--- src/rtl/ftoi_pipe.sv ---
// Pipelined float32 to signed integer converter: four rounding modes, saturating
// OUT_W-bit result, valid/ready flow control with a single global stall.
module ftoi_pipe #(
    parameter int unsigned LATENCY = 2,
    parameter int unsigned OUT_W   = 32
) (
    input  logic             clk,
    input  logic             rstn,
    input  logic             in_valid,
    output logic             in_ready,
    input  logic [31:0]      x,
    input  logic [1:0]       mode,
    output logic             out_valid,
    input  logic             out_ready,
    output logic [OUT_W-1:0] y,
    output logic             ovf,
    output logic             inv
);

    localparam int unsigned WW = 64;
    localparam logic [WW-1:0] POS_LIM = (WW'(1) << (OUT_W - 1)) - WW'(1);
    localparam logic [WW-1:0] NEG_LIM = WW'(1) << (OUT_W - 1);

    logic             s;
    logic [7:0]       e;
    logic [22:0]      m;
    logic [23:0]      sig;
    logic [7:0]       sh;
    logic [23:0]      mask;
    logic [WW-1:0]    mag;
    logic [WW-1:0]    rmag;
    logic             guard;
    logic             sticky;
    logic             inc;
    logic             huge;
    logic [OUT_W-1:0] conv_y;
    logic             conv_ovf;
    logic             conv_inv;
    logic             en;

    // Conversion datapath; the register chain below supplies all of the latency.
    always_comb begin
        s        = x[31];
        e        = x[30:23];
        m        = x[22:0];
        sig      = {1'b1, m};
        sh       = '0;
        mask     = '0;
        mag      = '0;
        rmag     = '0;
        guard    = 1'b0;
        sticky   = 1'b0;
        inc      = 1'b0;
        huge     = 1'b0;
        conv_y   = '0;
        conv_ovf = 1'b0;
        conv_inv = 1'b0;

        if (e >= 8'd150) begin
            sh = e - 8'd150;
            // A left shift of 40 or more cannot fit any legal OUT_W; flag it instead of wrapping.
            if (sh >= 8'd40) begin
                huge = 1'b1;
            end else begin
                mag = WW'(sig) << sh[5:0];
            end
        end else if (e < 8'd126) begin
            sticky = 1'b1;
        end else begin
            sh     = 8'd150 - e;
            mag    = WW'(sig >> sh[4:0]);
            guard  = sig[sh[4:0] - 5'd1];
            mask   = (24'd1 << (sh[4:0] - 5'd1)) - 24'd1;
            sticky = |(sig & mask);
        end

        unique case (mode)
            2'b00:   inc = guard;
            2'b01:   inc = 1'b0;
            2'b10:   inc = s & (guard | sticky);
            default: inc = guard & (sticky | mag[0]);
        endcase
        rmag = mag + WW'(inc);

        if (e == 8'd0) begin
            conv_y = '0;
        end else if (e == 8'hFF) begin
            if (m != 23'd0) begin
                conv_y   = OUT_W'(NEG_LIM);
                conv_inv = 1'b1;
            end else begin
                conv_y   = s ? OUT_W'(NEG_LIM) : OUT_W'(POS_LIM);
                conv_ovf = 1'b1;
            end
        end else if (!s) begin
            if (huge || rmag > POS_LIM) begin
                conv_y   = OUT_W'(POS_LIM);
                conv_ovf = 1'b1;
            end else begin
                conv_y = OUT_W'(rmag);
            end
        end else begin
            if (huge || rmag > NEG_LIM) begin
                conv_y   = OUT_W'(NEG_LIM);
                conv_ovf = 1'b1;
            end else begin
                conv_y = OUT_W'(WW'(0) - rmag);
            end
        end
    end

    logic             vld_q [LATENCY];
    logic             vld_d [LATENCY];
    logic [OUT_W-1:0] y_q   [LATENCY];
    logic [OUT_W-1:0] y_d   [LATENCY];
    logic             ovf_q [LATENCY];
    logic             ovf_d [LATENCY];
    logic             inv_q [LATENCY];
    logic             inv_d [LATENCY];

    assign en        = !vld_q[LATENCY-1] || out_ready;
    assign in_ready  = en;
    assign out_valid = vld_q[LATENCY-1];
    assign y         = y_q[LATENCY-1];
    assign ovf       = ovf_q[LATENCY-1];
    assign inv       = inv_q[LATENCY-1];

    // Whole pipe shifts on en; a stall freezes every stage including the output.
    always_comb begin
        vld_d = vld_q;
        y_d   = y_q;
        ovf_d = ovf_q;
        inv_d = inv_q;
        if (en) begin
            vld_d[0] = in_valid;
            y_d[0]   = conv_y;
            ovf_d[0] = conv_ovf;
            inv_d[0] = conv_inv;
            for (int i = 1; i < int'(LATENCY); i++) begin
                vld_d[i] = vld_q[i-1];
                y_d[i]   = y_q[i-1];
                ovf_d[i] = ovf_q[i-1];
                inv_d[i] = inv_q[i-1];
            end
        end
    end

    always_ff @(posedge clk or negedge rstn) begin
        if (!rstn) begin
            for (int i = 0; i < int'(LATENCY); i++) begin
                vld_q[i] <= 1'b0;
                y_q[i]   <= '0;
                ovf_q[i] <= 1'b0;
                inv_q[i] <= 1'b0;
            end
        end else begin
            vld_q <= vld_d;
            y_q   <= y_d;
            ovf_q <= ovf_d;
            inv_q <= inv_d;
        end
    end

endmodule
--- config.mk ---
export PLATFORM = sky130hd
export DESIGN_NAME = ftoi_pipe
export DESIGN_NICKNAME = d
export VERILOG_FILES = /design/src/rtl/ftoi_pipe.sv
export SDC_FILE = /design/constraint.sdc
export NUM_CORES = 1
export LEC_CHECK = 0
export ABC_AREA = 1
export BUFFER_PORTS_ARGS = -buffer_cell sky130_fd_sc_hd__buf_2
export CAP_MARGIN = 20
export CORE_AREA = 8 8 143 279
export CTS_CLUSTER_SIZE = 24
export DETAILED_ROUTE_END_ITERATION = 10
export DIE_AREA = 0 0 151 287
export SLEW_MARGIN = 15
export SYNTH_ARGS = -nofsm -noshare
export SYNTH_HDL_FRONTEND = slang
export SYNTH_SLANG_ARGS = --single-unit
--- constraint.sdc ---
create_clock -name clk -period 3.8 [get_ports clk]
set_clock_uncertainty 0.15 [all_clocks]
set_input_delay 0.38 -clock clk [delete_from_list [all_inputs] [get_ports clk]]
set_output_delay 0.38 -clock clk [all_outputs]
set_load 0.01 [all_outputs]
# Word level (Yosys, flattened, before mapping)
# Index checks and enable logic that the tools add are counted.
[totals]
register_bits = 70
elab_cells = 67
out_inout_bits = 36
[op_classes]
n_eq_ne = 3
n_addsub = 6
reduce_logical = 8
order_cmp = 6
n_shift = 3
muxes = 28
bitwise_logic = 5
[op_table]
columns = ["operator", "n"]
rows = [
  ["32-bit 2-to-1 mux", 7],
  ["64-bit 2-to-1 mux", 3],
  ["64-bit by 1-bit adder with 64-bit output", 1],
  ["64-bit by 31-bit greater-than comparator with 1-bit output (second input constant)", 1],
  ["64-bit by 32-bit greater-than comparator with 1-bit output (second input constant)", 1],
  ["24-bit by 6-bit << shifter with 64-bit output", 1],
  ["24-bit by 5-bit >> shifter with 64-bit output", 1],
  ["1-bit by 32-bit subtractor with 32-bit output (first input constant)", 1],
  ["24-bit AND", 1],
  ["24-bit OR reduction", 1],
  ["1-bit by 5-bit << shifter with 24-bit output (first input constant)", 1],
  ["24-bit by 1-bit subtractor with 24-bit output (second input constant)", 1],
  ["23-bit nonzero test", 1],
  ["1-bit 2-to-1 mux", 16],
  ["8-bit == test (second input constant)", 1],
  ["8-bit by 6-bit >= comparator with 1-bit output (second input constant)", 1],
  ["8-bit >= comparator (second input constant)", 1],
  ["8-bit logical NOT", 1],
  ["8-bit by 7-bit less-than comparator with 1-bit output (second input constant)", 1],
  ["8-bit subtractor (second input constant)", 1],
  ["5-bit by 6-bit less-than comparator with 1-bit output (second input constant)", 1],
  ["1-bit binary-select mux with 5-bit select", 1],
  ["5-bit by 1-bit subtractor with 5-bit output (second input constant)", 1],
  ["5-bit subtractor (first input constant)", 1],
  ["8 further kinds", 12],
]

# Depth between registers and ports, before layout
# Gate-level depths: netlist (run 1).
[depth]
word_depth = 18
ltp_mapped = 53

# Worst setup path after synthesis (run 1)
# Ideal clock, no wire load.
[synth_timing]
path_type = "input port to flip-flop"
start = "input port x[24]"
end = "register y_q[34] (netlist bit)"
setup_slack_ns = -2.522
t_arrival_ns = 6.107
required_time_ns = 3.585
setup_ns = 0.065
cell_stages = 48
n_path_buf = 8
cell_sequence = "buf_4 > inv_2 > buf_4 > buf_4 > buf_4 > ha_1 > buf_4 > clkbuf_1 > nand3_1 > nand2_1 > nand2_1 > buf_2 > nand3_1 > ha_1 > inv_1 > nor2_1 > nand2_1 > nor3_1 > [12 not listed] > nor2_1 > ha_1 > ha_1 > inv_1 > ha_1 > inv_1 > nor2_1 > nand2_1 > nor3_2 > nand3_2 > nor2_4 > nand3_2 > nand3_4 > buf_8 > nand3_1 > nand2_1 > nand2_1 > nand2_1"
[synth_via]
elab_chain_len = 18
elab_cells_between_ends = 41
[synth_lines]
columns = ["item", "line", "rtl"]
rows = [
  ["start: declaration", "11", "input logic [31:0] x,"],
  ["5-bit subtractor", "70", "sh = 8'd150 - e;"],
  ["5-bit by 1-bit subtractor with 5-bit output", "72, 73", ""],
  ["1-bit by 5-bit << shifter with 24-bit output", "73", "mask = (24'd1 << (sh[4:0] - 5'd1)) - 24'd1;"],
  ["24-bit by 1-bit subtractor with 24-bit output", "73", ""],
  ["24-bit AND", "74", "sticky = |(sig & mask);"],
  ["24-bit OR reduction", "74", ""],
  ["1-bit 2-to-1 mux", "67", "end else if (e < 8'd126) begin"],
  ["1-bit 2-to-1 mux", "59", "if (e >= 8'd150) begin"],
  ["[2 not listed]", "--", ""],
  ["1-bit case mux with 3 select lines", "77", "unique case (mode)"],
  ["64-bit by 1-bit adder with 64-bit output", "83", "rmag = mag + WW'(inc);"],
  ["64-bit by 31-bit greater-than comparator with 1-bit output / 64-bit by 32-bit greater-than comparator with 1-bit output (equally long branches)", "96, 103", ""],
  ["1-bit logical OR (on tied branches)", "96, 103", ""],
  ["32-bit 2-to-1 mux (on tied branches)", "96, 103", ""],
  ["32-bit 2-to-1 mux", "95", "end else if (!s) begin"],
  ["32-bit 2-to-1 mux", "87", "end else if (e == 8'hFF) begin"],
  ["32-bit 2-to-1 mux *", "85", "if (e == 8'd0) begin"],
  ["end signal: assignment", "158", "y_q <= y_d;"],
  ["end: declaration", "114", "logic [OUT_W-1:0] y_q [LATENCY];"],
]
# Every way passes the cells marked *; elsewhere a longest branch is shown, timed or not. The select of a mux whose other input is x is not followed.
# A chain may end at the register's enable or synchronous reset.

# Worst setup path in the final report (run 1)
[layout_timing]
start = "input port x[24]"
end = "register y_q[49] (netlist bit)"
# Same word-level chain as after synthesis.

==> metrics.cfg, run 1 <==
[clock_network]
clk_pin_slew_ns=0.06
cts_tree=built
h-tree-depth=3
clk_latency_ns=0.34
cts.sinks=70
cts_max_path_buffers=2
cts_made_buffers=9
cts_root_buffer=clkbuf_16
cts-hold-fix-buffers=0

[synthesis]
syn_nets=2049
synth_enable_flop_cells=0
syn_inst=1998
synthesis.area_mm2=0.0108
synthArstFlopShare=1.00
synthFlopType=dfrtp_1
syn_area_per_cell_um2=5.39
yosys_warnings=0
ys_ff_latch=70
yosysSeqAreaShare=0.163
ys_types=53

[timing]
fin_setup_tns_ns=-48.80
slew_headroom=0.419
holdWs_ns=0.00631
drv_slew=0
setup_viol=33
worst_slew_pin_slew_ns=0.872
max_freq_mhz=188
rsz0062_at_grt=true
hold_viol_final=0
setup_ws_ns=-1.53
period_share=1.40
period_minus_slack_ns=5.33

[floorplanning]
core.rowCount=99
core_area_mm2=0.0362
initial_utilization=0.298
die_h_um=287
die_area_mm2=0.0433
ioPinCount=74
die_width_um=151

[drt]
wl_per_cell_um=15.7
num_vias=14400
route.detailed.drc=0
drt-initial-drc-count=1225
vias_per_cell=5.00
drtPass1Iterations=6
detail-route-antenna-nets=0
routed_wl_mm=45.3

[global_routing]
grt_pass1_wl_mm=72.5
grt.overflow.total=0
grt_max_degree=71
track_usage=0.209
grt_pass1_vias=14100
antenna_found_initial=0

[placed_design]
place_inst=2819
place.detailed.hpwl_mm=36.2
place_congestion=0.973
place_ws_ns=-2.31
dpl-instance-area_mm2=0.0142
io_buffers=73

[critical_path]
worstPathRequired_ns=3.93
rrSetupSlack_ns=1.83
endpoint_kind=flip-flop
arrival_ns=5.46
path_common_cell=buf_4
cp-start-kind=primary input
slowest_stage=or2_2
slowest_delay_ns=0.35
crit_type=primary input to flip-flop
crit_fanout=6

[cells_and_area]
final_common_cell=nand2_1
finalNetCount=2479
fin_cells=2887
drive_above_1_share=0.339
syn2layout_area_growth_pct=46.8
insertedDiodeCount=0
fin_area_mm2=0.0158
layout_common_cells=nand2_1 (746), buf_4 (448), nand3_1 (310)

[outcome]
outcome=finished, violations left
failed_checks=negative setup slack

[job]
cap_violations=0

[power]
peakVddDrop_mv=0.322
power.density_mw_per_mm2=307
cellLeakagePower_nw=8.48

[hold_path]
hold_class=primary input to async pin

where the power goes:
group | internal (W) | leakage, nW | switching, W
Sequential | 0.000954 | 0.857 | 0.000110
Clock | 0.000594 | 0.156 | 0.000331
Combinational | 0.00117 | 7.47 | 0.00169
Total | 0.00272 | 8.48 | 0.00213
synth_stat cells (2+ instances only):
master / instances / area share
buf_2: 35 / 0.016
o21ai_0: 70 / 0.033
ha_1: 13 / 0.015
nand2_2: 33 / 0.019
nand4_4: 2 / 0.0040
dfrtp_1: 70 / 0.16
nor4_1: 4 / 0.0023
or2_0: 3 / 0.0017
buf_6: 5 / 0.0052
nand3_1: 349 / 0.16
nor2_1: 203 / 0.071
nor2_4: 8 / 0.0084
a31oi_1: 9 / 0.0052
xnor2_1: 4 / 0.0033
clkbuf_1: 16 / 0.0056
buf_8: 3 / 0.0042
nand3b_1: 6 / 0.0042
nand3_2: 14 / 0.013
or2_2: 4 / 0.0023
o22ai_1: 6 / 0.0035
xor2_2: 2 / 0.0030
xor2_1: 12 / 0.0098
o221ai_1: 2 / 0.0016
nand4_1: 28 / 0.016
inv_2: 9 / 0.0031
o211ai_1: 2 / 0.0014
buf_1: 2 / 0.00070
a21oi_1: 29 / 0.013
buf_4: 51 / 0.036
o32ai_1: 2 / 0.0016
o21ai_1: 10 / 0.0046
o21bai_1: 2 / 0.0014
nor3_1: 9 / 0.0042
inv_1: 141 / 0.049
nand2_4: 8 / 0.0084
nor2_2: 18 / 0.010
nand2_1: 796 / 0.28
nand3_4: 2 / 0.0033
dlygate4sd1_1: 2 / 0.0016
logic make-up (layout without fill, tap and decap cells):
group / count (synthesis) / in the layout / share of synthesized area
simple gates: 1490 / 1491 / 0.612
buf+inv: 268 / 702 / 0.124
xor+xnor: 18 / 18 / 0.0160
fa+ha+maj: 13 / 13 / 0.0151
compound gates: 139 / 139 / 0.0708
flops: 70 / 70 / 0.163
registers in the layout, indices dropped and copies added (netlist names):
register	cells
y	32
y_q	32
inv	1
inv_q	1
out_valid	1
ovf	1
ovf_q	1
vld_q	1
repair_timing:
action / CTS / global route
resized for setup: 131 / 78
pin swaps: 62 / 65
gates cloned: 3 / 0
buffers inserted: 44 / 8
endpoints found under the setup margin: 33 / 33
stage by stage:
stage	util	power, W
after floorplan	-	0.00272
after global placement	0.394	0.00365
after detailed placement	0.394	0.00366
after CTS	0.428	0.00478
after global routing	0.437	0.00521
final	0.437	0.00484
worst max-delay path: cells and delay by family:
family	cells	cell delay [ns]
AO/OA/AOI/OAI	1	0.16
adder cells (fa/ha/maj)	1	0.17
buffers and inverters	21	2.56
AND/OR/NAND/NOR	20	2.22
cell type report:
type | count | area (µm²)
Clock buffer | 11 | 243
Clock inverter | 5 | 81.3
Fill cell | 3864 | 20400
Inverter | 154 | 594
Multi-Input combinational cell | 1661 | 8620
Sequential cell | 70 | 1750
Tap cell | 454 | 568
Timing Repair Buffer | 532 | 3940
final timing paths:
kind / from / endpoint / cells past startpoint
worst max-delay path: x[24] / y_q[49]$_DFFE_PN0P_ / 43
worst min-delay path: rstn / y[16]$_DFFE_PN0P_ / 1
max in group asynchronous: rstn / y[4]$_DFFE_PN0P_ / 1
worst max register to register: out_valid$_DFFE_PN0P_ / y_q[41]$_DFFE_PN0P_ / 9
worst min register to register: vld_q[1]$_DFFE_PN0P_ / out_valid$_DFFE_PN0P_ / 2
min in group clk: in_valid / vld_q[1]$_DFFE_PN0P_ / 3
metal layers:
layer | track usage | up-vias | part of all wire
li1 | - | 7272 | -
met1 | 0.250 | 6620 | 0.41
met2 | 0.357 | 414 | 0.49
met3 | 0.0285 | 126 | 0.047
met4 | 0.106 | 0 | 0.054
met5 | 0 | - | 0
(Power assumes the default switching activity.)
==> inputs of run 2 (changes only) <==
ABC_AREA = not set   (was 1)
CORE_AREA = 8 8 142 277   (was 8 8 143 279)
DIE_AREA = 0 0 150 285   (was 0 0 151 287)
clock period = 6.65 ns   (was 3.8 ns; I/O delays follow)
==> metrics.cfg, run 2 <==
[timing]
setup_ws_ns=0.281
holdWs_ns=0.272
hold_viol_final=0
drv_slew=0
max_freq_mhz=157
slew_headroom=0.246
period_share=0.958
worst_slew_pin_slew_ns=1.12
period_minus_slack_ns=6.37
rsz0062_at_grt=true
setup_viol=0

[synthesis]
syn_inst=1321
yosys.area.top_type_share=0.166
yosys-top-cells-area=dfrtp_1 (17%), mux4_2 (8.5%), mux2_2 (6.9%), mux2i_1 (6.1%), nand2_1 (4.3%)
ys_ff_latch=70
ys_types=96
yosys-top-cells-count=nand2_1 (120), nor2_1 (85), a21oi_1 (79), clkbuf_1 (77), dfrtp_1 (70)
synth_area_leader_cell=dfrtp_1
yosys_warnings=0
syn_area_per_cell_um2=8.00
yosysMostFrequentCell=nand2_1
synthesis.area_mm2=0.0106
synth_enable_flop_cells=0
yosysSeqAreaShare=0.166
syn_nets=1372
synthFlopType=dfrtp_1
synthArstFlopShare=1.00

[power]
finalPower_w=0.00247
cellLeakagePower_nw=5.28
power.density_mw_per_mm2=193
swShare=0.421
intPower_w=0.00143
p_comb_frac=0.576
p_switching_w=0.00104
p_clk_frac=0.172
peakVddDrop_mv=0.207
seqPwrFrac=0.252

[drt]
vias_per_cell=6.11
routed_wl_mm=47.0
route.detailed.drc=0
wl_per_cell_um=24.9
num_vias=11500
drtPass1Iterations=6
detail-route-antenna-nets=0
drt-initial-drc-count=1048

[placed_design]
place_inst=1853
io_buffers=73
place_ws_ns=-0.412
place_congestion=1.04
dpl-instance-area_mm2=0.0122
place.detailed.hpwl_mm=36.7

[cells_and_area]
final_common_cell=buf_4
finalNetCount=1484
layout_common_cells=buf_4 (158), nand2_1 (117), nor2_1 (83)
fin_area_mm2=0.0128
drive_above_1_share=0.311
fin_cells=1887
syn2layout_area_growth_pct=21.2

[clock_network]
cts_tree=built
cts_max_path_buffers=2
clk_pin_slew_ns=0.05
cts_root_buffer=clkbuf_16
h-tree-depth=3
cts.sinks=70
cts_made_buffers=9
clk_latency_ns=0.34

[critical_path]
endpoint_kind=flip-flop
crit_type=primary input to flip-flop
slowest_stage=nor4_4
cp-start-kind=primary input
rrSetupSlack_ns=3.49
slowest_delay_ns=0.42
crit_fanout=7
arrival_ns=6.50
path_common_cell=buf_4
worstPathRequired_ns=6.78

[global_routing]
antenna_found_initial=1
track_usage=0.216
grt_pass1_vias=11400
grt.overflow.total=0
grt_max_degree=71
grt_pass1_wl_mm=69.7

[floorplanning]
die_h_um=285
die_area_mm2=0.0428
ioPinCount=74
die_width_um=150
initial_utilization=0.297
core_area_mm2=0.0356
core.rowCount=98

[hold_path]
hold_class=primary input to async pin

[job]
cap_violations=0

[outcome]
outcome=completed

[run 2: cell types whose count changed in the layout (fill, tap and decap cells not counted), moves of 44 or more]
cell | before | now
a21oi_1 | 29 | 75
buf_4 | 448 | 158
inv_1 | 130 | 31
mux2_2 | 0 | 65
mux2i_1 | 0 | 63
nand2_1 | 746 | 117
nand2_2 | 69 | 0
nand3_1 | 310 | 49
nor2_1 | 155 | 83
nor3_1 | 3 | 47
[run 2: power by group through the flow]
stage	Sequential, W	Combinational (W)	Clock (W)
3_3_place_gp	0.000632	0.00135	0
3_5_place_dp	0.000635	0.00136	0
5_1_grt	0.000642	0.00153	0.000454
6_report	0.000623	0.00143	0.000425
4_1_cts	0.000627	0.00137	0.000438
2_1_floorplan	0.000608	0.000975	0
[run 2: routing by layer]
| layer | track usage | routed length [µm] |
|---|---|---|
| met1 | 0.198 | 15300 |
| met4 | 0.206 | 5040 |
| met3 | 0.0330 | 2150 |
| met2 | 0.391 | 24600 |
| met5 | 0 | 0 |
[run 2: cell type report]
class                   instances  area [µm²]
diodes                          1        2.50
clock buffers                  12         246
repair buffers                242        1720
multi-input cells            1076        8390
clock inverters                 2        10.0
flip-flops and latches         70        1750
inverters                      34         135
well taps                     450         563
fillers                      3763       22700
[run 2: repair_timing]
item                                    4_1_cts  5_1_grt
endpoints found under the setup margin       26       33
pin swaps                                     3       36
buffers inserted                              2       13
resized for setup                             3       49
cloned                                        1        1
hold buffers                                  0        0
[run 2: kinds of logic after synthesis]
kind of cell | share of synthesized area
buf+inv | 0.0802
flops | 0.166
fa+ha+maj | 0.0154
xor+xnor | 0.0419
compound gates | 0.264
simple gates | 0.218
mux | 0.215
[run 2: worst paths after layout]
path	endpoint	cells past startpoint	startpoint
max	y_q[53]$_DFFE_PN0P_	34	x[24]
min	y[9]$_DFFE_PN0P_	1	rstn
max reg2reg	y_q[49]$_DFFE_PN0P_	8	out_valid$_DFFE_PN0P_
min reg2reg	out_valid$_DFFE_PN0P_	1	vld_q[1]$_DFFE_PN0P_
max in group asynchronous	inv$_DFFE_PN0P_	1	rstn
min in group clk	out_valid$_DFFE_PN0P_	1	vld_q[1]$_DFFE_PN0P_
[run 2: worst max-delay path: cells and delay by family]
kind,cells,cell delay (ns)
adder cells (fa/ha/maj),3,0.55
AO/OA/AOI/OAI,13,2.24
AND/OR/NAND/NOR,10,1.93
buffers and inverters,8,1.12
[run 2: metrics by stage]
step / utilization / setup TNS, ns
after floorplan: - / -10.35
after global placement: 0.342 / -9.84
after detailed placement: 0.342 / -11.80
after CTS: 0.351 / 0
after global routing: 0.360 / -0.537
final: 0.360 / 0
==> inputs of run 3 (changes only) <==
CORE_AREA = 8 8 197 199   (was 8 8 142 277)
DIE_AREA = 0 0 205 207   (was 0 0 150 285)
SKIP_LAST_GASP = 1   (was not set)
==> metrics.cfg, run 3 (synthesis results as in run 2) <==
[timing]
max_freq_mhz=156
period_share=0.963
period_minus_slack_ns=6.41
fin_setup_tns_ns=0
worst_slew_pin_slew_ns=1.05
setup_viol=0
drv_slew=0
hold_viol_final=0
rsz0062_at_grt=true
slew_headroom=0.292

[clock_network]
cts_made_buffers=9
cts_max_path_buffers=2
cts.sinks=70
clk_pin_slew_ns=0.05
clk_latency_ns=0.32
cts_tree=built
h-tree-depth=3
cts_root_buffer=clkbuf_16

[global_routing]
grt_max_degree=71
track_usage=0.183
grt_pass1_wl_mm=62.8
grt_pass1_vias=10600
antenna_found_initial=0
grt.overflow.total=0

[placed_design]
place_inst=1859
place.detailed.hpwl_mm=31.6
dpl-instance-area_mm2=0.0121
place_congestion=0.947
io_buffers=73

[critical_path]
crit_start=x[24]
endpoint_kind=flip-flop
rrSetupSlack_ns=3.70
reg2reg_to=y_q[43]$_DFFE_PN0P_
crit_fanout=8
slowest_stage=or4bb_4
worstPathRequired_ns=6.70
cp-start-kind=primary input
timing.rr.start=out_valid$_DFFE_PN0P_
arrival_ns=6.46
slowest_delay_ns=0.56
rr_worst_depth=7
crit_type=primary input to flip-flop

[cells_and_area]
layout_common_cells=buf_4 (147), nand2_1 (117), nor2_1 (83)
syn2layout_area_growth_pct=20.2
final_common_cell=buf_4
drive_above_1_share=0.309
fin_cells=1887
fill_cells=3765
finalNetCount=1466
insertedDiodeCount=0
fin_area_mm2=0.0127

[floorplanning]
core.rowCount=70
die_width_um=205
die_area_mm2=0.0424
core_area_mm2=0.0359
initial_utilization=0.294
die_h_um=207
ioPinCount=74

[power]
power.density_mw_per_mm2=193
cellLeakagePower_nw=5.18
peakVddDrop_mv=0.255

[drt]
num_vias=11300
drtPass1Iterations=6
drt-initial-drc-count=1217
route.detailed.drc=0
detail-route-antenna-nets=0
routed_wl_mm=41.2
wl_per_cell_um=21.8
vias_per_cell=5.99

[job]
cap_violations=0

[outcome]
outcome=completed

[hold_path]
hold_class=primary input to async pin

-- run 3: worst max-delay path, delay by kind of cell --
family	cells	cell delay, ns
compound gates	12	2.66
simple gates	10	1.62
buf+inv	6	0.77
fa+ha+maj	4	0.74
-- run 3: how the worst max path moves through the flow --
stage	slack (ns)	cells after the start	end
after floorplan	-0.38	37	y_q[35]$_DFFE_PN0P_
after global placement	-0.14	34	y_q[58]$_DFFE_PN0P_
after detailed placement	-0.24	29	y_q[34]$_DFFE_PN0P_
after CTS	0.11	29	y_q[34]$_DFFE_PN0P_
after global routing	-0.03	33	ovf_q[1]$_DFFE_PN0P_
final	0.24	32	ovf_q[1]$_DFFE_PN0P_
-- run 3: per-layer routing --
layer | wire length, µm | global-route usage
met1 | 18400 | 0.253
met2 | 18400 | 0.287
met3 | 2870 | 0.0268
met4 | 1460 | 0.0597
met5 | 0 | 0
-- run 3: final cells by class --
| class | instances | area (µm²) | area share |
|---|---|---|---|
| clock inverter | 3 | 20.0 | 0.00158 |
| timing repair buffer | 224 | 1530 | 0.120 |
| tap | 468 | 586 | 0.0461 |
| clock buffer | 12 | 256 | 0.0202 |
| sequential | 70 | 1750 | 0.138 |
| inverter | 34 | 135 | 0.0106 |
| multi-input combinational | 1076 | 8430 | 0.663 |
-- run 3: timing repair --
action,4_1_cts,5_1_grt
setup buffers,0,11
endpoints found under the hold margin,0,0
resized for setup,0,54
setup endpoints to repair,0,33
hold buffers,0,0
-- run 3: power by group --
| part | switching, W | internal, W |
|---|---|---|
| Sequential | 0.0000701 | 0.000555 |
| Combinational | 0.000781 | 0.000610 |
| Clock | 0.000162 | 0.000270 |
| Total | 0.00101 | 0.00144 |
-- run 3: per-stage QoR --
step,power [W],hold WS (ns),worst slack [ns],utilization
after floorplan,0.00158,0.219,-0.381,-
after global placement,0.00194,0.293,-0.137,0.336
after detailed placement,0.00195,0.299,-0.237,0.336
after CTS,0.00240,0.311,0.106,0.344
after global routing,0.00260,0.342,-0.0266,0.354
final,0.00245,0.288,0.243,0.354
